==> config.mk <==
export PLATFORM = sky130hd
export DESIGN_NAME = multicycle_controller
export DESIGN_NICKNAME = d
export VERILOG_FILES = /design/src/rtl/multicycle_controller_pkg.sv /design/src/rtl/multicycle_controller_alu_decoder.sv /design/src/rtl/multicycle_controller.sv
export SDC_FILE = /design/constraint.sdc
export NUM_CORES = 1
export LEC_CHECK = 0
export CAP_MARGIN = 5
export CORE_MARGIN = 1.5
export CORE_UTILIZATION = 40
export CTS_CLUSTER_DIAMETER = 50
export DETAILED_ROUTE_END_ITERATION = 6
export PLACE_DENSITY = 0.83
export SLEW_MARGIN = 30
export SYNTH_ARGS = -nofsm -noshare
export SYNTH_HDL_FRONTEND = slang
export SYNTH_SLANG_ARGS = --single-unit
==> constraint.sdc <==
create_clock -name clock -period 2.9 [get_ports clock]
set_clock_uncertainty 0.15 [all_clocks]
set_input_delay 0.58 -clock clock [delete_from_list [all_inputs] [get_ports clock]]
set_output_delay 0.58 -clock clock [all_outputs]
set_load 0.05 [all_outputs]
==> src/rtl/multicycle_controller_pkg.sv <==
// Shared encodings for the multicycle RV32I controller: FSM states, opcodes, ALU codes and
// datapath select codes, plus the opcode-to-immediate-format decode.
package multicycle_controller_pkg;

    typedef enum logic [3:0] {
        StFetch    = 4'd0,
        StDecode   = 4'd1,
        StMemAdr   = 4'd2,
        StMemRead  = 4'd3,
        StMemWb    = 4'd4,
        StMemWrite = 4'd5,
        StExecR    = 4'd6,
        StExecI    = 4'd7,
        StAluWb    = 4'd8,
        StJal      = 4'd9,
        StBeq      = 4'd10,
        StIllegal  = 4'd11
    } state_e;

    localparam logic [6:0] OpLoad  = 7'b0000011;
    localparam logic [6:0] OpStore = 7'b0100011;
    localparam logic [6:0] OpRtype = 7'b0110011;
    localparam logic [6:0] OpItype = 7'b0010011;
    localparam logic [6:0] OpJal   = 7'b1101111;
    localparam logic [6:0] OpBeq   = 7'b1100011;

    localparam logic [2:0] AluAdd = 3'b000;
    localparam logic [2:0] AluSub = 3'b001;
    localparam logic [2:0] AluAnd = 3'b010;
    localparam logic [2:0] AluOr  = 3'b011;
    localparam logic [2:0] AluXor = 3'b100;
    localparam logic [2:0] AluSlt = 3'b101;

    localparam logic [1:0] AluOpAdd   = 2'b00;
    localparam logic [1:0] AluOpSub   = 2'b01;
    localparam logic [1:0] AluOpFunct = 2'b10;

    localparam logic [1:0] ImmI = 2'b00;
    localparam logic [1:0] ImmS = 2'b01;
    localparam logic [1:0] ImmB = 2'b10;
    localparam logic [1:0] ImmJ = 2'b11;

    localparam logic [1:0] ResAluOut    = 2'b00;
    localparam logic [1:0] ResReadData  = 2'b01;
    localparam logic [1:0] ResAluResult = 2'b10;

    localparam logic [1:0] SrcAPc    = 2'b00;
    localparam logic [1:0] SrcAOldPc = 2'b01;
    localparam logic [1:0] SrcARs1   = 2'b10;

    localparam logic [1:0] SrcBRs2  = 2'b00;
    localparam logic [1:0] SrcBImm  = 2'b01;
    localparam logic [1:0] SrcBFour = 2'b10;

    function automatic logic [1:0] imm_src_for(input logic [6:0] op);
        logic [1:0] imm;
        imm = ImmI;
        unique case (op)
            OpLoad, OpItype: imm = ImmI;
            OpStore:         imm = ImmS;
            OpBeq:           imm = ImmB;
            OpJal:           imm = ImmJ;
            default:         imm = ImmI;
        endcase
        return imm;
    endfunction

endpackage

==> src/rtl/multicycle_controller_alu_decoder.sv <==
// Combinational ALU decoder: maps the FSM's ALU_op plus funct fields onto ALU_control.
module multicycle_controller_alu_decoder
    import multicycle_controller_pkg::*;
(
    input  logic [1:0] alu_op_i,
    input  logic [2:0] funct3_i,
    input  logic       op5_i,
    input  logic       funct7b5_i,
    output logic [2:0] alu_control_o
);

    always_comb begin
        alu_control_o = AluAdd;
        unique case (alu_op_i)
            AluOpSub: alu_control_o = AluSub;
            AluOpFunct: begin
                unique case (funct3_i)
                    // bit 30 selects sub only for R-type; addi keeps it as immediate data
                    3'b000:  alu_control_o = (op5_i & funct7b5_i) ? AluSub : AluAdd;
                    3'b010:  alu_control_o = AluSlt;
                    3'b100:  alu_control_o = AluXor;
                    3'b110:  alu_control_o = AluOr;
                    3'b111:  alu_control_o = AluAnd;
                    default: alu_control_o = AluAdd;
                endcase
            end
            default: alu_control_o = AluAdd;
        endcase
    end

endmodule

==> src/rtl/multicycle_controller.sv <==
// Multicycle RV32I sequencing FSM driving all datapath selects/enables with a req/ready memory.
// Define CONTROLLER_INSTRET_EN to add the retired-instruction counter output instret.
module multicycle_controller
    import multicycle_controller_pkg::*;
#(
    parameter logic [3:0] RESET_STATE = 4'd0
) (
    input  logic       clock,
    input  logic       reset,
    input  logic [6:0] opcode,
    input  logic [2:0] funct3,
    input  logic       funct7b5,
    input  logic       zero,
    input  logic       mem_ready,
    output logic       mem_req,
    output logic       mem_write,
    output logic       adr_src,
    output logic       IR_write,
    output logic       PC_write,
    output logic       reg_write,
    output logic [1:0] result_src,
    output logic [1:0] ALU_src_A,
    output logic [1:0] ALU_src_B,
    output logic [1:0] imm_src,
    output logic [2:0] ALU_control,
    output logic       halted
`ifdef CONTROLLER_INSTRET_EN
    ,
    output logic [31:0] instret
`endif
);

    state_e     state_q, state_d;
    logic [1:0] alu_op;

    always_ff @(posedge clock or posedge reset) begin
        if (reset) begin
            state_q <= state_e'(RESET_STATE);
        end else begin
            state_q <= state_d;
        end
    end

    always_comb begin
        state_d    = state_q;
        mem_req    = 1'b0;
        mem_write  = 1'b0;
        adr_src    = 1'b0;
        IR_write   = 1'b0;
        PC_write   = 1'b0;
        reg_write  = 1'b0;
        halted     = 1'b0;
        result_src = ResAluOut;
        ALU_src_A  = SrcAPc;
        ALU_src_B  = SrcBRs2;
        alu_op     = AluOpAdd;

        unique case (state_q)
            StFetch: begin
                mem_req    = 1'b1;
                // Held low while reset is asserted so nothing latches during reset.
                IR_write   = mem_ready & ~reset;
                PC_write   = mem_ready & ~reset;
                ALU_src_A  = SrcAPc;
                ALU_src_B  = SrcBFour;
                result_src = ResAluResult;
                if (mem_ready) begin
                    state_d = StDecode;
                end
            end
            StDecode: begin
                ALU_src_A = SrcAOldPc;
                ALU_src_B = SrcBImm;
                unique case (opcode)
                    OpLoad, OpStore: state_d = StMemAdr;
                    OpRtype:         state_d = StExecR;
                    OpItype:         state_d = StExecI;
                    OpJal:           state_d = StJal;
                    OpBeq:           state_d = StBeq;
                    default:         state_d = StIllegal;
                endcase
            end
            StMemAdr: begin
                ALU_src_A = SrcARs1;
                ALU_src_B = SrcBImm;
                state_d   = opcode[5] ? StMemWrite : StMemRead;
            end
            StMemRead: begin
                mem_req = 1'b1;
                adr_src = 1'b1;
                if (mem_ready) begin
                    state_d = StMemWb;
                end
            end
            StMemWb: begin
                result_src = ResReadData;
                reg_write  = 1'b1;
                state_d    = StFetch;
            end
            StMemWrite: begin
                mem_req   = 1'b1;
                mem_write = 1'b1;
                adr_src   = 1'b1;
                if (mem_ready) begin
                    state_d = StFetch;
                end
            end
            StExecR: begin
                ALU_src_A = SrcARs1;
                ALU_src_B = SrcBRs2;
                alu_op    = AluOpFunct;
                state_d   = StAluWb;
            end
            StExecI: begin
                ALU_src_A = SrcARs1;
                ALU_src_B = SrcBImm;
                alu_op    = AluOpFunct;
                state_d   = StAluWb;
            end
            StAluWb: begin
                result_src = ResAluOut;
                reg_write  = 1'b1;
                state_d    = StFetch;
            end
            StJal: begin
                // ALU computes old_PC+4 for rd while PC takes the target held in ALU_out.
                ALU_src_A  = SrcAOldPc;
                ALU_src_B  = SrcBFour;
                result_src = ResAluOut;
                PC_write   = 1'b1;
                state_d    = StAluWb;
            end
            StBeq: begin
                ALU_src_A  = SrcARs1;
                ALU_src_B  = SrcBRs2;
                alu_op     = AluOpSub;
                result_src = ResAluOut;
                PC_write   = zero;
                state_d    = StFetch;
            end
            StIllegal: begin
                halted  = 1'b1;
                state_d = StIllegal;
            end
            default: state_d = StFetch;
        endcase
    end

    assign imm_src = imm_src_for(opcode);

    multicycle_controller_alu_decoder u_alu_decoder (
        .alu_op_i      (alu_op),
        .funct3_i      (funct3),
        .op5_i         (opcode[5]),
        .funct7b5_i    (funct7b5),
        .alu_control_o (ALU_control)
    );

`ifdef CONTROLLER_INSTRET_EN
    logic [31:0] instret_q;
    logic        retire;

    assign retire = (state_q == StMemWb) || (state_q == StAluWb) || (state_q == StBeq) ||
                    ((state_q == StMemWrite) && mem_ready);

    always_ff @(posedge clock or posedge reset) begin
        if (reset) begin
            instret_q <= 32'd0;
        end else if (retire) begin
            instret_q <= instret_q + 32'd1;
        end
    end

    assign instret = instret_q;
`endif

endmodule
==> metrics.md <==
| Metric | Value |
|---|---|
| Max reg flops | 4 |
| Final number of hold-violating endpoints | 0 |
| Outcome | complete, no violations |
| Most flop-heavy register | state_q |
| Startpoint Class | flip-flop |
| Post-synth design cell area | 597 µm² |
| Vias/cell | 5.58 |
| Root buffer cell | clkbuf_4 |
| Routed WL | 1.70 mm |
| Critical path type | reg2out |
| Worst-path clk slew | 0.04 ns |
| Share of layout cells above drive strength 1 | 0.220 |
| Worst endpoint required time | 2.17 ns |
| Top cells by area, synth | dfrtp_1 17%, nand2_1 6.3%, nand2b_1 6.3% |
| Most used DFF post-synth | dfrtp_1 |
| Leading area contributor after synthesis | dfrtp_1 |
| Sequential-to-total area share from yosys stat | 0.168 |
| DPL Wire Length | 1.38 mm |
| Slew Viols, Final | 0 |
| Routability congestion estimate | 0.825 |
| # diodes | 0 |
| Area Growth Syn to Fin | 66.7% |
| CTS tree | yes |
| Vias in the first global route | 697 |
| Die X | 41.6 µm |
| Placed Area | 970 µm² |
| Drt drc | 0 |
| Peak supply drop | 0.568 mV |
| Number of port buffers | 32 |
| Mean area per synthesized cell | 6.86 µm² |
| Final worst-path cycle share | 0.938 |
| Setup Buffers After CTS | 0 |
| Placed cell count | 130 |
| Iter 0 DRT Violations | 17 |
| RSZ-0062 raised after global routing | false |
| Share of the synthesized area in the top cell type | 0.168 |
| Multi-input gate area | 450 µm² |
| Post-Layout Cell Count | 133 |
| Die Height | 41.6 µm |
| Clock Path Buffers | 2 |
| Antenna Nets Post-Route | 0 |
| Util after Layout | 0.737 |
| Inserted Clock Buffers | 3 |
| PwrDens | 1070 mW/mm² |
| Initial Utilization | 0.442 |
| Fmax | 368 MHz |
| Final instance area | 995 µm² |
| Netlist cell types | 35 |
| Total power | 1.06 mW |
| Antenna violations before repair | 0 |
| Critical Path Sink Type | output port |
| TritonRoute pass-1 iters | 4 |
| H-tree Lvls | 1 |
| Total number of vias | 742 |
| First-pass GRT wire length | 2.90 mm |
| Global route overflow | 0 |
| Clock latency on the worst-skew pair | 0.24 ns |
| CORE AREA | 0.00135 mm² |
| Io pins | 33 |
| Fin crit period | 2.72 ns |
| Die Area | 0.00173 mm² |
| Cts-stage hold buffer count | 0 |
| Filler Cells Inserted | 111 |
| Mapped Cells | 87 |
| Yosys warns | 0 |
| Seq cells post-synth | 4 |
| Pleak | 0.429 nW |
| Synthesized Nets | 104 |
| Total GRT Usage | 0.217 |
| Ys async rst share | 1.00 |
| Post-synth EDFFs | 0 |
| Flop-to-flop setup slack | 1.41 ns |
| FF+latch area | 103 µm² |
| # Max-Cap Violations | 0 |
| CTS Sinks | 4 |
| Worst Hold Class | in2async |
| WL per Instance | 12.8 µm |
| Rel. slew slack | 0.657 |
| Slew @ Worst Pin | 0.513 ns |
| Pin count of the biggest net entering global routing | 18 |
| Critical-path maximum fanout | 11 |
| Top Registers | state_q (4) |
| CTS resizes | 0 |
| CP arrival | 1.99 ns |
| Final Setup Violations | 0 |
| FP Rows | 13 |
| Final net count | 137 |
[layout make-up]
| type | count | share of cell area |
|---|---|---|
| timing repair buffer | 34 | 0.380 |
| inverter | 6 | 0.0226 |
| clock buffer | 3 | 0.0226 |
| multi-input combinational | 71 | 0.453 |
| tap | 15 | 0.0189 |
| sequential | 4 | 0.103 |
[worst paths after layout]
kind / end / cells past startpoint / from
setup / recovery: result_src[1] / 3 / state_q[1]
min in group clock: state_q[0] / 1 / state_q[2]
setup reg to reg: state_q[0] / 4 / state_q[2]
hold reg to reg: state_q[0] / 1 / state_q[2]
hold / removal: state_q[1] / 2 / reset
max in group asynchronous: state_q[0] / 2 / reset
[synth_stat cells, drive strengths merged (2+ instances only)]
library cell,n
a21oi,6
and3,5
buf,6
dfrtp,4
ha,2
inv,6
nand2,10
nand2b,6
nand3,2
nor2,10
nor2b,2
nor3,5
o211ai,2
o21ai,3
xnor2,2
xor2,2
[layer usage]
layer	GRT usage	share of wire	vias to the layer above
met3	0.0174	0.057	6
met2	0.369	0.52	38
met5	0	0	-
li1	-	-	371
met4	0.181	0.034	0
met1	0.243	0.39	327
[where the power goes]
part	switching (mW)	leakage, nW	internal [mW]
sequential	0.0776	0.0483	0.0822
clock	0.0260	0.0138	0.0465
combinational	0.522	0.367	0.307
total	0.626	0.429	0.436
[kinds of logic (layout without fill, tap and decap cells)]
group	count (synthesis)	after routing	share of synthesized area
flops	4	4	0.168
xor+xnor	4	4	0.0587
simple gates	46	46	0.417
buf+inv	12	43	0.103
fa+ha+maj	2	2	0.0419
mux	1	1	0.0168
compound gates	18	18	0.195
[critical path: stages (launching register included)]
cell and delay, ns:
dfrtp_1 0.44, buf_4 0.21, nor4_4 0.23, clkdlybuf4s50_1 0.86
[per-stage QoR]
stage | worst slack, ns | hold WS (ns) | TNS (ns)
2_1_floorplan | -0.0801 | 0.201 | -0.0801
3_3_place_gp | 0.274 | 0.569 | 0
3_5_place_dp | 0.250 | 0.585 | 0
4_1_cts | 0.0522 | 0.385 | 0
5_1_grt | 0.104 | 0.409 | 0
6_report | 0.181 | 0.382 | 0
[cells in the final DEF (no fill, tap or decap)]
master,instances
ha_1,2
nand2b_1,6
nand2_1,10
clkdlybuf4s50_1,19
a211oi_1,1
a31oi_1,1
nor3_1,5
or3_1,1
xnor2_1,2
nand3_1,2
o211ai_1,2
nor2b_1,1
a32oi_1,1
nor2_1,10
inv_2,2
dfrtp_1,2
nor4_4,1
buf_12,6
buf_4,9
xor2_1,2
a31o_2,1
o21bai_1,1
clkbuf_4,3
and3_1,5
a41oi_1,1
inv_1,4
or2_1,1
nor2b_2,1
nor4b_2,1
a21oi_1,6
o32ai_1,1
mux2i_1,1
o21ai_1,2
dfrtp_2,2
and4b_1,1
o21ai_0,1
nand4bb_1,1
Note: power is estimated with default switching activity, not from simulation.
